--- config.mk ---
export PLATFORM = sky130hd
export DESIGN_NAME = hazard_ctrl
export DESIGN_NICKNAME = d
export VERILOG_FILES = /design/src/rtl/hazard_defs.sv /design/src/rtl/hazard_match.sv /design/src/rtl/hazard_ctrl.sv
export SDC_FILE = /design/constraint.sdc
export NUM_CORES = 1
export LEC_CHECK = 0
export ABC_AREA = 1
export CAP_MARGIN = 20
export CELL_PAD_IN_SITES_DETAIL_PLACEMENT = 1
export CELL_PAD_IN_SITES_GLOBAL_PLACEMENT = 2
export CORE_MARGIN = 2
export CORE_UTILIZATION = 30
export CTS_CLUSTER_DIAMETER = 120
export DETAILED_ROUTE_END_ITERATION = 16
export GPL_TIMING_DRIVEN = 0
export PLACE_DENSITY = 0.94
export SLEW_MARGIN = 5
export SYNTH_ARGS = -nofsm -noshare
export SYNTH_HDL_FRONTEND = slang
export SYNTH_HIERARCHICAL = 1
export SYNTH_SLANG_ARGS = --single-unit
--- constraint.sdc ---
create_clock -name clk -period 3 [get_ports clk]
set_input_delay 0.45 -clock clk [delete_from_list [all_inputs] [get_ports clk]]
set_output_delay 0.45 -clock clk [all_outputs]
set_load 0.02 [all_outputs]
--- src/rtl/hazard_defs.sv ---
// rtl/hazard_defs.sv - shared select codes, Tuse sentinel and stage-shadow type for hazard_ctrl
package hazard_defs;
  localparam int ADDR_W = 5;
  localparam int CNT_W  = 2;

  localparam logic [1:0] FWD_RF = 2'd0;
  localparam logic [1:0] FWD_M  = 2'd1;
  localparam logic [1:0] FWD_W  = 2'd2;
  localparam logic [1:0] FWD_E  = 2'd3;

  localparam logic [CNT_W-1:0] TUSE_NONE = 2'd3;

  typedef struct packed {
    logic [ADDR_W-1:0] wa;
    logic              we;
    logic [CNT_W-1:0]  tnew;
  } shadow_t;
endpackage

--- src/rtl/hazard_match.sv ---
// rtl/hazard_match.sv - compares one consumer address against one stage shadow
module hazard_match
  import hazard_defs::*;
(
  input  logic [ADDR_W-1:0] addr,
  input  shadow_t           sh,
  output logic              match,
  output logic              ready,
  output logic [CNT_W-1:0]  tnew
);
  // $0 is hardwired, so it can never match a writer
  assign match = sh.we && (sh.wa == addr) && (addr != '0);
  assign ready = (sh.tnew == '0);
  assign tnew  = sh.tnew;
endmodule

--- src/rtl/hazard_ctrl.sv ---
// rtl/hazard_ctrl.sv - E/M/W scoreboard, forwarding selects and stall; MD_BUSY_EN adds mult/div stall
module hazard_ctrl
  import hazard_defs::*;
#(
  parameter int REG_W = ADDR_W,
  parameter int T_W   = CNT_W
) (
  input  logic             clk,
  input  logic             reset,
  input  logic [REG_W-1:0] d_rs,
  input  logic [REG_W-1:0] d_rt,
  input  logic [T_W-1:0]   d_tuse_rs,
  input  logic [T_W-1:0]   d_tuse_rt,
  input  logic [REG_W-1:0] d_wa,
  input  logic             d_we,
  input  logic [T_W-1:0]   d_tnew,
  input  logic             d_md_use,
  input  logic             md_busy,
  output logic             stall,
  output logic [1:0]       fwd_d_rs,
  output logic [1:0]       fwd_d_rt,
  output logic [1:0]       fwd_e_rs,
  output logic [1:0]       fwd_e_rt,
  output logic [1:0]       fwd_m_rt
);
  shadow_t          e_sh, m_sh, w_sh;
  logic [REG_W-1:0] e_rs, e_rt, m_rt;
  logic [T_W-1:0]   e_tnew_dec;
  logic             md_stall;

  assign e_tnew_dec = (e_sh.tnew == '0) ? '0 : e_sh.tnew - 1'b1;

  always_ff @(posedge clk) begin
    if (reset) begin
      e_sh <= '0;
      m_sh <= '0;
      w_sh <= '0;
      e_rs <= '0;
      e_rt <= '0;
      m_rt <= '0;
    end else begin
      m_sh <= {e_sh.wa, e_sh.we, e_tnew_dec};
      w_sh <= {m_sh.wa, m_sh.we, {T_W{1'b0}}};
      m_rt <= e_rt;
      if (stall) begin
        e_sh <= '0;
        e_rs <= '0;
        e_rt <= '0;
      end else begin
        e_sh <= {d_wa, d_we, d_tnew};
        e_rs <= d_rs;
        e_rt <= d_rt;
      end
    end
  end

  // Pair index: 0-2 d_rs vs E/M/W, 3-5 d_rt vs E/M/W, 6-7 e_rs vs M/W, 8-9 e_rt vs M/W, 10 m_rt vs W
  logic [REG_W-1:0] pa [11];
  shadow_t          ps [11];
  logic [10:0]      mt, rd;
  logic [T_W-1:0]   tn [11];

  assign pa = '{d_rs, d_rs, d_rs, d_rt, d_rt, d_rt, e_rs, e_rs, e_rt, e_rt, m_rt};
  assign ps = '{e_sh, m_sh, w_sh, e_sh, m_sh, w_sh, m_sh, w_sh, m_sh, w_sh, w_sh};

  for (genvar i = 0; i < 11; i++) begin : g_match
    hazard_match u_match (
      .addr  (pa[i]),
      .sh    (ps[i]),
      .match (mt[i]),
      .ready (rd[i]),
      .tnew  (tn[i])
    );
  end

  logic unused_tn;
  assign unused_tn = ^{tn[2], tn[5], tn[6], tn[7], tn[8], tn[9], tn[10]};

`ifdef MD_BUSY_EN
  assign md_stall = d_md_use & md_busy;
`else
  assign md_stall = 1'b0;
  logic unused_md;
  assign unused_md = d_md_use ^ md_busy;
`endif

  logic stall_rs, stall_rt;
  assign stall_rs = (d_tuse_rs != TUSE_NONE) &&
                    ((mt[0] && (d_tuse_rs < tn[0])) || (mt[1] && (d_tuse_rs < tn[1])));
  assign stall_rt = (d_tuse_rt != TUSE_NONE) &&
                    ((mt[3] && (d_tuse_rt < tn[3])) || (mt[4] && (d_tuse_rt < tn[4])));
  assign stall = stall_rs | stall_rt | md_stall;

  // Nearest ready producer wins; a match whose result is not ready yet never forwards
  always_comb begin
    fwd_d_rs = FWD_RF;
    fwd_d_rt = FWD_RF;
    fwd_e_rs = FWD_RF;
    fwd_e_rt = FWD_RF;
    fwd_m_rt = FWD_RF;
    if (mt[0] && rd[0])      fwd_d_rs = FWD_E;
    else if (mt[1] && rd[1]) fwd_d_rs = FWD_M;
    else if (mt[2] && rd[2]) fwd_d_rs = FWD_W;
    if (mt[3] && rd[3])      fwd_d_rt = FWD_E;
    else if (mt[4] && rd[4]) fwd_d_rt = FWD_M;
    else if (mt[5] && rd[5]) fwd_d_rt = FWD_W;
    if (mt[6] && rd[6])      fwd_e_rs = FWD_M;
    else if (mt[7] && rd[7]) fwd_e_rs = FWD_W;
    if (mt[8] && rd[8])      fwd_e_rt = FWD_M;
    else if (mt[9] && rd[9]) fwd_e_rt = FWD_W;
    if (mt[10] && rd[10])    fwd_m_rt = FWD_W;
  end
endmodule

## Word level (Yosys, flattened, before mapping)

Index checks and enable logic that the tools add are counted.
W data, S select, Z words.

- ROM bits: 0
- Register bits: 39
- Word-level logic and storage cells: 93
- Memories kept: 0
- Latch bits: 0
- Bits in writable memories: 0
- Output and inout port bits: 11

- Reductions and logical operators: 51
- Magnitude comparators: 4
- Muxes and demuxes: 11
- Bitwise operators: 1
- $mul: 0
- $add $sub $neg: 1
- Div/mod/pow operators: 0
- Equal/unequal tests: 13
- Shift-type cells: 0

Operators with widths:

| operator | number |
|---|---|
| $eq A5 B5 Y1 | 11 |
| $logic_and A1 B1 Y1 | 39 |
| $reduce_bool A5 Y1 | 5 |
| $mux W2 | 11 |
| $lt A2 B2 Y1 | 4 |
| $logic_not A2 Y1 | 3 |
| $ne A2 B2 Y1 const B | 2 |
| $reduce_or A2 Y1 | 2 |
| $logic_or A1 B1 Y1 | 2 |
| $sub A2 B1 Y2 const B | 1 |
| $or A1 B1 Y1 | 1 |

## Depth between registers and ports, before layout

- Word-level depth: 8
- Gate-level depth with buffers: 14
- Mapped depth without buffers: 13

## Hierarchy

The synthesis kept the hierarchy.

By module, submodules not included:

| module | area each (µm²) | cells each | times used |
|---|---|---|---|
| hazard_match | 135.1 | 32 | 11 |
| hazard_ctrl | 1377.6 | 176 | 1 |

## Least setup slack after synthesis

No wires, ideal clock.

- Path type: flip-flop to output port
- From: register m_sh[5] in the netlist's numbering
- To: output port stall
- Data arrival time: 1.346 ns
- Buffers on the path: 0
- Stages on the path, launching flop included: 13
- Slack: 1.204 ns
- Cell sequence: dfxtp_1 -> inv_1 -> nand2_1 -> nand2_1 -> nor2_2 -> nand3_1 -> nor2_1 -> inv_1 -> nor2_1 -> nand2_1 -> nand2_1 -> nand2_2 -> nand2_1

- Longest elaborated chain between the ends: 7

RTL lines:

| item | line | RTL |
|---|---|---|
| start, declared | hazard_ctrl.sv:26 | `shadow_t e_sh, m_sh, w_sh;` |
| start signal, assigned | hazard_ctrl.sv:42 | `m_sh <= {e_sh.wa, e_sh.we, e_tnew_dec};` |
| $eq A5 B5 Y1 | hazard_match.sv:12 | `assign match = sh.we && (sh.wa == addr) && (addr != '0);` |
| $logic_and A1 B1 Y1 (2 in a row) | hazard_match.sv:12 |  |
| named net mt[1] | hazard_ctrl.sv:60 | `logic [10:0] mt, rd;` |
| $logic_and A1 B1 Y1 | hazard_ctrl.sv:89 | `((mt[0] && (d_tuse_rs < tn[0])) \|\| (mt[1] && (d_tuse_rs < tn[1])));` |
| $logic_or A1 B1 Y1 | hazard_ctrl.sv:89 |  |
| $logic_and A1 B1 Y1 | hazard_ctrl.sv:88 | `assign stall_rs = (d_tuse_rs != TUSE_NONE) &&` |
| $or A1 B1 Y1 | hazard_ctrl.sv:92 | `assign stall = stall_rs \| stall_rt \| md_stall;` |
| end, declared | hazard_ctrl.sv:19 | `output logic stall,` |

The timed path passes the listed nets, and every way through them passes these cells.

## Final worst setup path

- From: input port d_rs[0]
- To: output port stall

- Longest elaborated chain between the ends: 7

RTL lines:

| item | line | RTL |
|---|---|---|
| start, declared | hazard_ctrl.sv:10 | `input logic [REG_W-1:0] d_rs,` |
| $eq A5 B5 Y1 | hazard_match.sv:12 |  |
| $logic_and A1 B1 Y1 | hazard_match.sv:12 |  |
| $logic_and A1 B1 Y1 (*) | hazard_match.sv:12 |  |
| named net mt[0] | hazard_ctrl.sv:60 |  |
| $logic_and A1 B1 Y1 (*) | hazard_ctrl.sv:89 |  |
| $logic_or A1 B1 Y1 (*) | hazard_ctrl.sv:89 |  |
| $logic_and A1 B1 Y1 (*) | hazard_ctrl.sv:88 |  |
| $or A1 B1 Y1 (*) | hazard_ctrl.sv:92 |  |

Mark *: on every way through the listed nets, which the timed path passes. The rest lies on a longest branch.

==> impl_metrics.csv <==
group,metric,value,unit
pwr,p_clk_share,30.7,%
setup_path,crit_path_end_kind,"primary output",
logic_synthesis,avgSynthCellArea,5.37,µm²
setup_path,r2r-start,"m_sh[3]",
global_route,grt_use_total,17.4,%
clock_network,cts.reportedPaths.clkPinSlew,0.07,ns
final_layout,drive_gt1_share,8.14,%
floorplan,rows,34,
sta,fin_crit,2.77,ns
route,routedWlPerCell,11.6,µm
pwr,power,1.13,mW
global_route,first_global_vias,3060,
placement,place_area,0.00326,mm²
sta,finalSetupViolations,0,
route,routed_wl,7820,µm
sta,final_hold_viol_count,0,
sta,fin_worst_skew,0.00743,ns
clock_network,cts_tree,"built",
setup_path,crit_path_max_incr_delay,0.54,ns
run_status,status,"complete, no violations",
setup_path,r2r_setup_slack,0.91,ns
floorplan,die_area,0.00998,mm²
pwr,p_int,0.776,mW
setup_path,crit_top_cell,"nand2_1",
run,maxCapViolations,0,
clock_network,cts.root.buffer_cell,"clkbuf_8",
placement,port_buffers,33,
min_path,hold_class,"reg2reg",
floorplan,die_w,99.9,µm
placement,placed_cells,665,
floorplan,core,0.00881,mm²
min_path,hold_path_depth,2,
setup_path,cp_max_fo,7,
logic_synthesis,synthesis.area,0.00276,mm²
global_route,antenna_found_initial,0,
sta,rsz0062_at_grt,"no",
placement,place_ws,-0.180,ns
setup_path,cp_data_required_time,2.55,ns
setup_path,worstPathCellList,"clkdlybuf4s50_1, nand2_1, nand2_1, nor2_1, nand3_1, nor2_1, inv_1, nor2_1, nand2_1, nand2_1, nand2_2, nand2_1, dlygate4sd2_1",
logic_synthesis,syn_inst,514,
clock_network,cts-resized-gates,9,
sta,slew_violations,0,
route,viasPerCell,4.30,
route,drt_iter0_drc,69,
sta,timing.final.ws_setup,0.226,ns
setup_path,slowest_stage,"clkdlybuf4s50_1",
floorplan,chipHeight,99.9,µm
min_path,min_to,"m_sh[7]",
pwr,p_sw_share,31.0,%
final_layout,final_area,0.00335,mm²
setup_path,critical_path_class,"in2out",
placement,dp_hpwl,6220,µm
pwr,pwr-share-seq,49.3,%
global_route,grt_max_degree,16,
clock_network,cts_hold_buf,0,
clock_network,cts.path.max_buffers,2,
clock_network,clock_sinks,37,
final_layout,final_nets,595,
final_layout,fin_cells,673,
global_route,grt_pass1_wl,13800,µm
pwr,p_comb_share,20.0,%
pwr,p_leak,1.80,nW
route,drc,0,
setup_path,r2r_cells,14,
placement,gp_congestion,0.805,
global_route,grt_overflow,0,
setup_path,critical_path_arrival,2.32,ns
pwr,p_per_area,336,mW/mm²
min_path,worstHoldStart,"e_sh[7]",
pwr,ir_drop,0.145,mV
clock_network,cts_setup_buffers,0,
clock_network,htree_levels,2,
clock_network,numCtsBuffers,5,
sta,tns,0,ns
route,ant_nets,0,
floorplan,io_pins,37,
sta,fin_crit_sh,92.5,%
route,first_pass_iters,4,
final_layout,syn2layout_area_growth,21.5,%
final_layout,insertedDiodeCount,0,
sta,fmax,0.361,GHz
floorplan,initial_core_util,31.3,%
pwr,p_sw,0.349,mW
final_layout,nFillCells,1262,
setup_path,cp-start-kind,"input pin",
clock_network,insertion_delay,0.30,ns
setup_path,r2r-end,"e_rt[1]",
logic_synthesis,ys_warn_count,6,
route,vias,2893,
final cells by class:
class	instances	area [µm²]	share of cell area [%]
inverters	152	571	17.0
plain buffers	12	87.6	2.61
multi-input cells	323	1400	41.8
clock buffers	6	72.6	2.16
repair buffers	33	332	9.89
well taps	108	135	4.03
clock inverters	2	10.0	0.299
flip-flops and latches	37	744	22.2
worst max path at each step:
stage	end	cells past startpoint	startpoint	slack (ns)
finish	stall	13	d_rs[0]	0.23
detailed placement	stall	14	d_rt[3]	-0.18
global placement	stall	14	d_rt[1]	-0.12
floorplan	stall	12	m_sh[5]	1.20
CTS	fwd_d_rt[1]	9	ps[3]	0.07
global route	stall	13	d_rt[0]	0.03
registers in the layout (all words and copies together) (netlist names):
name / count
ps: 6
e_rs: 5
m_rt: 5
e_rt: 5
m_sh: 8
e_sh: 8
layer usage:
layer  vias to the layer above  global-route usage, %  part of all wire (%)
met2                        28                   33.2                    51
li1                       1529                      -                     -
met4                         0                   3.90                  0.82
met1                      1332                   20.5                    46
met5                         -                      0                     0
met3                         4                   2.72                   2.2
power groups by stage:
stage / clock network [mW] / registers (mW) / logic [mW]
6_report: 0.345 / 0.555 / 0.225
5_1_grt: 0.379 / 0.561 / 0.267
3_3_place_gp: 0 / 0.566 / 0.220
2_1_floorplan: 0 / 0.549 / 0.156
3_5_place_dp: 0 / 0.567 / 0.231
4_1_cts: 0.359 / 0.556 / 0.229
critical path: cells and delay by family:
kind	cells	cell delay [ns]
simple gates	10	0.90
buf+inv	3	0.97
cell usage in the layout (no fill, tap or decap), drive strengths merged:
cell type	count
nand2	158
dfxtp	37
a21oi	11
inv	152
clkbuf	6
dlygate4sd2	7
clkdlybuf4s50	22
clkinv	2
ha	5
o21ai	15
nor2	96
nand3	25
buf	12
dlymetal6s2s	4
conb	11
nor3	2
metrics by stage:
step                      hold WS [ns]  util, %
after floorplan                  0.416        -
after global placement           0.433     37.0
after detailed placement         0.437     37.0
after CTS                        0.448     37.9
after global routing             0.496     38.1
final                            0.446     38.1
Note: power is estimated with default switching activity, not from simulation.
